### config.mk
export PLATFORM = sky130hd
export DESIGN_NAME = bch_serial_decoder
export DESIGN_NICKNAME = d
export VERILOG_FILES = /design/src/rtl/bch_pkg.sv /design/src/rtl/bch_gf_mult.sv /design/src/rtl/bch_serial_decoder.sv
export SDC_FILE = /design/constraint.sdc
export NUM_CORES = 1
export LEC_CHECK = 0
export CORE_ASPECT_RATIO = 1.5
export CORE_MARGIN = 4
export CORE_UTILIZATION = 45
export CTS_BUF_LIST = sky130_fd_sc_hd__clkbuf_4 sky130_fd_sc_hd__clkbuf_8
export CTS_CLUSTER_DIAMETER = 200
export CTS_CLUSTER_SIZE = 10
export DETAILED_ROUTE_END_ITERATION = 16
export GPL_ROUTABILITY_DRIVEN = 1
export PLACE_DENSITY_LB_ADDON = 0.3
export SKIP_CTS_REPAIR_TIMING = 1
export SYNTH_ARGS = -nofsm -noshare
export SYNTH_HDL_FRONTEND = slang
export SYNTH_SLANG_ARGS = --single-unit
### constraint.sdc
create_clock -name clk -period 3.4 [get_ports clk]
set_input_delay 0.68 -clock clk [delete_from_list [all_inputs] [get_ports clk]]
set_output_delay 0.68 -clock clk [all_outputs]
set_load 0.01 [all_outputs]
### src/rtl/bch_pkg.sv
// Shared types and constant-time GF(2^M) helpers for the serial BCH decoder.
package bch_pkg;

  typedef enum logic [2:0] {
    ST_RX    = 3'd0,
    ST_CUBE  = 3'd1,
    ST_INV   = 3'd2,
    ST_SIGMA = 3'd3,
    ST_CHIEN = 3'd4,
    ST_DONE  = 3'd5
  } state_t;

  // Code length for a field of degree m.
  function automatic int bch_n(input int m);
    return (1 << m) - 1;
  endfunction

  // Elaboration-time field product (m <= 8), used to derive the alpha constants.
  function automatic logic [7:0] gf_mul_const(input logic [7:0] a, input logic [7:0] b,
                                              input int m, input logic [8:0] poly);
    logic [8:0] sh;
    logic [7:0] acc;
    acc = 8'd0;
    sh  = {1'b0, a};
    for (int i = 0; i < m; i++) begin
      if (b[i]) acc = acc ^ sh[7:0];
      else      acc = acc;
      sh = {sh[7:0], 1'b0};
      if (sh[m]) sh = sh ^ poly;
      else       sh = sh;
    end
    return acc;
  endfunction

  // alpha^e, with alpha = x.
  function automatic logic [7:0] alpha_pow(input int e, input int m, input logic [8:0] poly);
    logic [7:0] r;
    r = 8'd1;
    for (int i = 0; i < e; i++) r = gf_mul_const(r, 8'd2, m, poly);
    return r;
  endfunction

endpackage

### src/rtl/bch_gf_mult.sv
// Combinational GF(2^M) multiplier: a*b reduced by PRIM_POLY.
module bch_gf_mult
  import bch_pkg::*;
#(
  parameter int         M         = 4,
  parameter logic [M:0] PRIM_POLY = 5'b10011
) (
  input  logic [M-1:0] a,
  input  logic [M-1:0] b,
  output logic [M-1:0] p
);

  logic [M-1:0] acc;
  logic [M:0]   sh;

  // Shift-and-add product with reduction after every shift.
  always_comb begin
    acc = {M{1'b0}};
    sh  = {1'b0, a};
    for (int i = 0; i < M; i++) begin
      if (b[i]) acc = acc ^ sh[M-1:0];
      else      acc = acc;
      sh = {sh[M-1:0], 1'b0};
      if (sh[M]) sh = sh ^ PRIM_POLY;
      else       sh = sh;
    end
    p = acc;
  end

endmodule

### src/rtl/bch_serial_decoder.sv
// Bit-serial t=2 BCH decoder: Horner syndromes, iterative inverse, Chien search.
module bch_serial_decoder
  import bch_pkg::*;
#(
  parameter int         M         = 4,
  parameter logic [M:0] PRIM_POLY = 5'b10011,
  parameter int         K         = 7
) (
  input  logic         clk,
  input  logic         rst_n,
  input  logic         in_valid,
  output logic         in_ready,
  input  logic         in_bit,
  output logic         out_valid,
  input  logic         out_ready,
  output logic [K-1:0] out_msg,
  output logic [1:0]   out_err_cnt,
  output logic         out_fail
);

  localparam int           N          = bch_n(M);
  localparam int           CW         = $clog2(N + 1);
  localparam logic [8:0]   POLY9      = 9'(PRIM_POLY);
  localparam logic [M-1:0] ALPHA      = M'(alpha_pow(1, M, POLY9));
  localparam logic [M-1:0] ALPHA3     = M'(alpha_pow(3, M, POLY9));
  localparam logic [M-1:0] ALPHA_INV  = M'(alpha_pow(N - 1, M, POLY9));
  localparam logic [M-1:0] ALPHA_INV2 = M'(alpha_pow(N - 2, M, POLY9));
  localparam logic [M-1:0] GF_ONE     = {{(M-1){1'b0}}, 1'b1};
  localparam logic [M-1:0] GF_ZERO    = {M{1'b0}};
  localparam logic [N-1:0] N_ONE      = {{(N-1){1'b0}}, 1'b1};

  state_t         state;
  logic [N-1:0]   buffer;
  logic [K-1:0]   raw_msg;
  logic [M-1:0]   s1, s3, c, acc, p, t1, t2;
  logic [CW-1:0]  bit_cnt;
  logic [M-1:0]   step;
  logic [1:0]     root_cnt, exp_deg;
  logic           sig_fail;

  logic [M-1:0]   s1_alpha, s3_alpha3, s1_sq, s1_cube, acc_p, p_sq, s3c, sigma2, t1_nx, t2_nx;
  logic [M-1:0]   bit_gf;
  logic [N-1:0]   buffer_nx;
  logic [1:0]     root_nx;
  logic           word_fail;

  assign bit_gf = {{(M-1){1'b0}}, in_bit};
  assign s3c    = s3 ^ c;

  bch_gf_mult #(.M(M), .PRIM_POLY(PRIM_POLY)) u_s1a  (.a(s1),     .b(ALPHA),      .p(s1_alpha));
  bch_gf_mult #(.M(M), .PRIM_POLY(PRIM_POLY)) u_s3a  (.a(s3),     .b(ALPHA3),     .p(s3_alpha3));
  bch_gf_mult #(.M(M), .PRIM_POLY(PRIM_POLY)) u_sq   (.a(s1),     .b(s1),         .p(s1_sq));
  bch_gf_mult #(.M(M), .PRIM_POLY(PRIM_POLY)) u_cube (.a(s1_sq),  .b(s1),         .p(s1_cube));
  bch_gf_mult #(.M(M), .PRIM_POLY(PRIM_POLY)) u_accp (.a(acc),    .b(p),          .p(acc_p));
  bch_gf_mult #(.M(M), .PRIM_POLY(PRIM_POLY)) u_psq  (.a(p),      .b(p),          .p(p_sq));
  bch_gf_mult #(.M(M), .PRIM_POLY(PRIM_POLY)) u_sig2 (.a(s3c),    .b(acc),        .p(sigma2));
  bch_gf_mult #(.M(M), .PRIM_POLY(PRIM_POLY)) u_t1   (.a(t1),     .b(ALPHA_INV),  .p(t1_nx));
  bch_gf_mult #(.M(M), .PRIM_POLY(PRIM_POLY)) u_t2   (.a(t2),     .b(ALPHA_INV2), .p(t2_nx));

  // Chien step outcome: locator zero test, corrected buffer, root count and final verdict.
  always_comb begin
    buffer_nx = buffer;
    root_nx   = root_cnt;
    if (!sig_fail && ((GF_ONE ^ t1 ^ t2) == GF_ZERO)) begin
      buffer_nx = buffer ^ (N_ONE << step);
      root_nx   = (root_cnt == 2'd3) ? root_cnt : root_cnt + 2'd1;
    end else begin
      buffer_nx = buffer;
      root_nx   = root_cnt;
    end
    word_fail = sig_fail || (root_nx != exp_deg);
  end

  // Decoder FSM with registered handshake and result outputs.
  always_ff @(posedge clk or negedge rst_n) begin
    if (!rst_n) begin
      state       <= ST_RX;
      buffer      <= {N{1'b0}};
      raw_msg     <= {K{1'b0}};
      s1          <= GF_ZERO;
      s3          <= GF_ZERO;
      c           <= GF_ZERO;
      acc         <= GF_ZERO;
      p           <= GF_ZERO;
      t1          <= GF_ZERO;
      t2          <= GF_ZERO;
      bit_cnt     <= {CW{1'b0}};
      step        <= {M{1'b0}};
      root_cnt    <= 2'd0;
      exp_deg     <= 2'd0;
      sig_fail    <= 1'b0;
      in_ready    <= 1'b1;
      out_valid   <= 1'b0;
      out_msg     <= {K{1'b0}};
      out_err_cnt <= 2'd0;
      out_fail    <= 1'b0;
    end else begin
      case (state)
        ST_RX: begin
          if (in_valid) begin
            buffer  <= {buffer[N-2:0], in_bit};
            s1      <= s1_alpha ^ bit_gf;
            s3      <= s3_alpha3 ^ bit_gf;
            bit_cnt <= bit_cnt + {{(CW-1){1'b0}}, 1'b1};
            if (bit_cnt == CW'(N - 1)) begin
              state    <= ST_CUBE;
              in_ready <= 1'b0;
            end
          end
        end
        ST_CUBE: begin
          // p starts at S1^2 so M-1 accumulations give S1^(2+4+...+2^(M-1)) = S1^-1.
          c        <= s1_cube;
          p        <= s1_sq;
          acc      <= GF_ONE;
          raw_msg  <= buffer[N-1:N-K];
          root_cnt <= 2'd0;
          step     <= {M{1'b0}};
          state    <= ST_INV;
        end
        ST_INV: begin
          acc <= acc_p;
          p   <= p_sq;
          if (step == M'(M - 2)) begin
            step  <= {M{1'b0}};
            state <= ST_SIGMA;
          end else begin
            step <= step + {{(M-1){1'b0}}, 1'b1};
          end
        end
        ST_SIGMA: begin
          t1 <= s1;
          t2 <= sigma2;
          if (s1 == GF_ZERO) begin
            exp_deg  <= 2'd0;
            sig_fail <= (s3 != GF_ZERO);
          end else if (s3 == c) begin
            exp_deg  <= 2'd1;
            sig_fail <= 1'b0;
          end else begin
            exp_deg  <= 2'd2;
            sig_fail <= 1'b0;
          end
          step  <= {M{1'b0}};
          state <= ST_CHIEN;
        end
        ST_CHIEN: begin
          buffer   <= buffer_nx;
          root_cnt <= root_nx;
          t1       <= t1_nx;
          t2       <= t2_nx;
          if (step == M'(N - 1)) begin
            state       <= ST_DONE;
            out_valid   <= 1'b1;
            out_fail    <= word_fail;
            out_msg     <= word_fail ? raw_msg : buffer_nx[N-1:N-K];
            out_err_cnt <= word_fail ? 2'd0 : root_nx;
          end else begin
            step <= step + {{(M-1){1'b0}}, 1'b1};
          end
        end
        ST_DONE: begin
          if (out_ready) begin
            state     <= ST_RX;
            out_valid <= 1'b0;
            in_ready  <= 1'b1;
            s1        <= GF_ZERO;
            s3        <= GF_ZERO;
            bit_cnt   <= {CW{1'b0}};
          end
        end
        default: begin
          state     <= ST_RX;
          in_ready  <= 1'b1;
          out_valid <= 1'b0;
        end
      endcase
    end
  end

endmodule

### Yosys cells after proc, flatten, opt, wreduce, memory -nomap -nowiden

Cells that the tools add are included.

* word-level logic and storage cells: 199
* output and inout port bits: 12
* register bits after elaboration: 78
* input bits: 5

* bitwise logic cells: 50
* $add $sub $neg: 3
* equality and inequality tests: 18
* shift-type cells: 1
* muxes and demuxes: 82
* reductions and logical operators: 24

Operators by type and width (number)
* two-way mux 4 bit: 26
* bitwise XOR 4 bit: 20
* two-way mux 2 bit: 29
* case mux 4 bit (2 select lines): 7
* inverter 2 bit: 24
* two-way mux 15 bit: 2
* case mux 15 bit (2 select lines): 1
* case mux 3 bit (6 select lines): 1
* two-way mux 3 bit: 5
* << shifter 1 x 4 -> 15 bit, first input constant: 1
* bitwise XOR 15 bit: 1
* != test 2 bit, second input constant: 7
* case mux 4 bit (3 select lines): 1
* nonzero test 2 bit: 5
* AND reduction 3 bit: 3
* adder 4 x 1 -> 4 bit, second input constant: 2
* == test 4 bit, second input constant: 2
* zero test 4 bit: 2
* OR reduction 4 bit: 2
* bitwise XOR 4 x 1 -> 4 bit: 2
* two-way mux 7 bit: 1
* == test 3 x 2 -> 1 bit, second input constant: 2
* == test 3 bit, second input constant: 2
* two-way mux 1 bit: 6
* other kinds (19): 24

### Longest topological paths before layout

* depth in word-level cells: 16
* gate-level depth with buffers: 12
* mapped depth without buffers: 9

### By module

A second synthesis with hierarchy kept.

* cells, all modules: 738
* area total of the unflattened synthesis: 6542.5 µm²

By module, submodules not included
* bch_serial_decoder: sequential area each 1953.1 µm², area an instance 4256.6 µm², instances 1, cells an instance 423
* bch_gf_mult: sequential area each 0.0 µm², area an instance 254.0 µm², instances 9, cells an instance 35

### Worst setup path before layout

OpenSTA, ideal clock, no wires.

* kind: flip-flop to flip-flop
* start point: register s1[2]
* end point: register c[1]
* setup time: 135 ps
* buffers on the path: 3
* period minus slack after synthesis: 2417 ps
* stages on the path, launching flop included: 13
* data required time: 3265 ps
* setup slack: 983 ps
* arrival: 2282 ps
* path through: dfrtp_1 -> buf_2 -> inv_1 -> clkbuf_1 -> ha_1 -> buf_2 -> nand2_1 -> xnor2_1 -> xnor2_2 -> xnor2_1 -> o311ai_1 -> xor2_1 -> o21ai_0

* cells in the longest elaborated chain, start to end: 13
* elaborated cells on any way between the ends: 23
* those cells by class: mux: 13; bitwise: 10

RTL lines
* from (decl): RTL line bch_serial_decoder.sv:35 `logic [M-1:0] s1, s3, c, acc, p, t1, t2;`
* from (signal assigned): RTL line bch_serial_decoder.sv:102 `s1 <= s1_alpha ^ bit_gf;`
* bitwise XOR 4 bit or two-way mux 2 bit (tied branches)
* two-way mux 4 bit or bitwise XOR 4 bit (tied branches): RTL line bch_gf_mult.sv:21 `if (b[i]) acc = acc ^ sh[M-1:0];`
* bitwise XOR 4 bit or two-way mux 4 bit (tied branches): RTL line bch_gf_mult.sv:21
* two-way mux 4 bit or bitwise XOR 4 bit (tied branches): RTL line bch_gf_mult.sv:21
* bitwise XOR 4 bit or two-way mux 4 bit (tied branches): RTL line bch_gf_mult.sv:21
* two-way mux 4 bit or inverter 2 bit (tied branches)
* two-way mux 2 bit: RTL line bch_gf_mult.sv:24 `if (sh[M]) sh = sh ^ PRIM_POLY;`
* bitwise XOR 4 bit or inverter 2 bit (tied branches)
* two-way mux 4 bit or two-way mux 2 bit (tied branches): RTL line bch_gf_mult.sv:21, bch_gf_mult.sv:24
* bitwise XOR 4 bit: RTL line bch_gf_mult.sv:21
* two-way mux 4 bit: RTL line bch_gf_mult.sv:21
* bitwise XOR 4 bit: RTL line bch_gf_mult.sv:21
* two-way mux 4 bit *: RTL line bch_gf_mult.sv:21
* to (signal assigned): RTL line bch_serial_decoder.sv:113 `c <= s1_cube;`
* to (decl): RTL line bch_serial_decoder.sv:35

Every way passes the cells marked *; elsewhere a longest branch is shown, timed or not.
A chain may end at the register's enable or synchronous reset.

### Worst setup path after layout

* start point: register s1[3]
* end point: register c[1]

* cells in the longest elaborated chain, start to end: 15
* elaborated cells on any way between the ends: 23
* those cells by class: mux: 13; bitwise: 10

RTL lines (RTL line)
* two-way mux 2 bit: bch_gf_mult.sv:24
* bitwise XOR 4 bit: bch_gf_mult.sv:21
* two-way mux 4 bit: bch_gf_mult.sv:21
* bitwise XOR 4 bit: bch_gf_mult.sv:21
* two-way mux 4 bit: bch_gf_mult.sv:21
* bitwise XOR 4 bit: bch_gf_mult.sv:21
* two-way mux 4 bit: bch_gf_mult.sv:21
* inverter 2 bit (no line)
* two-way mux 2 bit: bch_gf_mult.sv:24
* bitwise XOR 4 bit: bch_gf_mult.sv:21
* two-way mux 4 bit: bch_gf_mult.sv:21
* bitwise XOR 4 bit: bch_gf_mult.sv:21
* two-way mux 4 bit: bch_gf_mult.sv:21
* bitwise XOR 4 bit: bch_gf_mult.sv:21
* two-way mux 4 bit *: bch_gf_mult.sv:21

Marked as above.

==> results.toml <==
[outcome]
outcome = "finished clean"

[timing]
final.setup.tns_ps = 0
final.setup.worst_slack_ps = 721
tightest_slew_ps = 1010
fin_worst_skew_ps = 10.8
finalSetupViolCount = 0
clock.fmax_mhz = 373
fin_crit_sh = 0.788
drv_slew = 0
finalCriticalPeriod_ps = 2680
rsz0062_at_grt = "no"
hold_viol = 0
max-slew-margin-rel = 0.328

[yosys]
async_flop_share = 1.00
synth.most_common_cell = "nand2_1"
synth_common_cells = "136 x nand2_1, 77 x dfrtp_1, 43 x xnor2_1"
netlist_area_um2 = 5040
synthFlopType = "dfrtp_1"
avgSynthCellArea_um2 = 8.34
ys_top_cells_by_area = "dfrtp_1 38%, nand2_1 10%, xnor2_1 7.5%"
ys_ff_latch = 78
yosys.area.top_type = "dfrtp_1"
synth.distinct_cells = 58
yosysWarnings = 0
seq_area_frac_synth = 0.388
synth_nets = 623
synthCells = 604
synth_top_area_share = 0.383
synth-edff-count = 0

[drt]
drt-initial-drc-count = 171
route.detailed.drc = 0
vias = 4166
ant_nets = 0
wl_per_cell_um = 15.3
viasPerCell = 5.52
drtPass1Iterations = 4
wirelength_um = 11500

[clock_network]
cts-root-buf = "clkbuf_8"
clockBufferDepth = 2
cts_tree = "built"
cts_buffers = 9
cts.sinks = 78
clk_pin_slew_ps = 80
h-tree-depth = 3
clk_latency_ps = 350

[finish]
nFillCells = 1053
layout.nets = 622
syn2layout_area_growth_pct = 9.74
seq_area_um2 = 1950
drive_gt1_frac = 0.0658
stdcell_area_um2 = 5530
antennaDiodeCount = 0
multi_input_area_um2 = 2850

[worst_setup_path]
crit_fanout = 16
cp_num_buf_inv = 0
worst_r2r_path_depth = 8
critPathLaunchType = "flop"
cp_common_cell = "xor2_1"
rrSetupSlack_ps = 720
worstPathRequired_ps = 3610
r2r-start = "s1[3]"
end_kind = "flop"
r2r-end = "c[1]"
path_class = "reg2reg"
crit_chain = "ha_1 > xor2_1 > nand2_1 > xnor2_2 > xnor2_1 > o311ai_1 > xor2_1 > o21ai_0"
cpLargestDelayFamily = "XOR/XNOR gates"
slowest_delay_ps = 660
worst_ep_arrival_time_ps = 2890
crit_path_top_delay_cell = "ha_1"

[placed_design]
port_buffers = 16
placed_area_um2 = 5310
dp.final_hpwl_um = 8380
routabilityCongestion = 0.860
pre_cts_ws_ps = 697

[die]
rows = 47
chipWidth_um = 94.4
initial_utilization = 0.458
fp.dieArea_um2 = 13000
num_io_pins = 17
die_h_um = 138
core_um2 = 11000

[pwr]
p_clk_frac = 0.144
powerDensity_nw_per_um2 = 989
p_seq_frac = 0.319
ir_drop_mv = 0.372
total_power_w = 0.00547
switching_power_w = 0.00248
p_sw_frac = 0.454
p_int_w = 0.00298
p_leak_nw = 2.42
p_comb_frac = 0.537

[global_routing]
grt.met2_usage = 0.340
grt_pass1_vias = 4080
use_met3 = 0.0164
grt_start_max_net_pins = 79
track_usage = 0.187
antenna_found_initial = 0
use_met1 = 0.215
grt_first_pass_wirelength_um = 19400
top_usage_layer = "met2"
globalRouteOverflowTotal = 0

[flow_run]
maxCapViolations = 0

[worst_hold_path]
min_path_type = "in2async"
[power by group through the flow]
stage	registers (W)	logic, W	clock network, W
6_report	0.00175	0.00294	0.000785
5_1_grt	0.00180	0.00330	0.000827
4_1_cts	0.00174	0.00295	0.000799
3_5_place_dp	0.00176	0.00294	0
3_3_place_gp	0.00174	0.00285	0
2_1_floorplan	0.00151	0.00251	0
[placed cells by master (no fill, tap or decap), types with 4 or more instances in the layout]
cell,netlist,layout
mux2i_1,14,14
and3_1,5,5
a21oi_1,26,26
nand2_1,136,136
nand3_1,16,16
o21ai_1,7,7
nand3b_1,4,4
ha_1,14,14
clkbuf_8,0,10
o22ai_1,6,6
o21ai_0,38,38
xnor2_1,43,43
nor3b_1,5,5
dfrtp_1,77,77
o31ai_1,4,4
xor2_1,24,24
nor2b_1,7,7
nor2_1,38,38
nor3_1,4,4
clkdlybuf4s50_1,0,15
inv_1,22,22
buf_4,0,12
a22oi_1,20,20
[final cells by class]
type | count | area share
clock buffers | 12 | 0.0276
clock inverters | 4 | 0.0127
inverters | 22 | 0.0149
multi-input cells | 465 | 0.515
flip-flops and latches | 78 | 0.353
well taps | 147 | 0.0333
repair buffers | 27 | 0.0435
[per-stage QoR]
stage	hold WS (ps)	cells	util
after floorplan	384	604	-
after global placement	461	739	0.482
after detailed placement	464	739	0.482
after CTS	484	755	0.503
after global routing	506	755	0.503
final	481	755	0.503
[flip-flops by register name (all words and copies together) (netlist names), 3 cells and up]
register,cells
bit_cnt,4
buffer,15
s3,4
t1,4
step,4
s1,4
raw_msg,7
state,3
t2,4
c,4
p,4
out_msg,7
acc,4
[per-layer routing]
| layer | share of wire | wire length (um) | up-vias |
|---|---|---|---|
| met5 | 0 | 0 | - |
| met4 | 0.029 | 336 | 0 |
| met3 | 0.021 | 246 | 21 |
| met2 | 0.54 | 6250 | 56 |
| met1 | 0.41 | 4700 | 2029 |
| li1 | - | - | 2060 |
[cell families after synthesis]
logic type	Yosys count	share of synthesized area
xor+xnor	68	0.120
compound gates	134	0.171
buf+inv	61	0.0487
fa+ha+maj	14	0.0348
simple gates	233	0.205
flops	78	0.388
mux	16	0.0330
[worst max-delay path by stage]
stage / depth (start not counted) / slack, ps / end / startpoint
finish: 8 / 720 / c[1] / s1[3]
global route: 8 / 470 / c[1] / s1[3]
CTS: 8 / 710 / c[1] / s1[3]
detailed placement: 8 / 700 / c[1] / s1[3]
global placement: 8 / 800 / c[1] / s1[3]
floorplan: 12 / 980 / c[1] / s1[2]
Power figures use the tool's default switching activity.
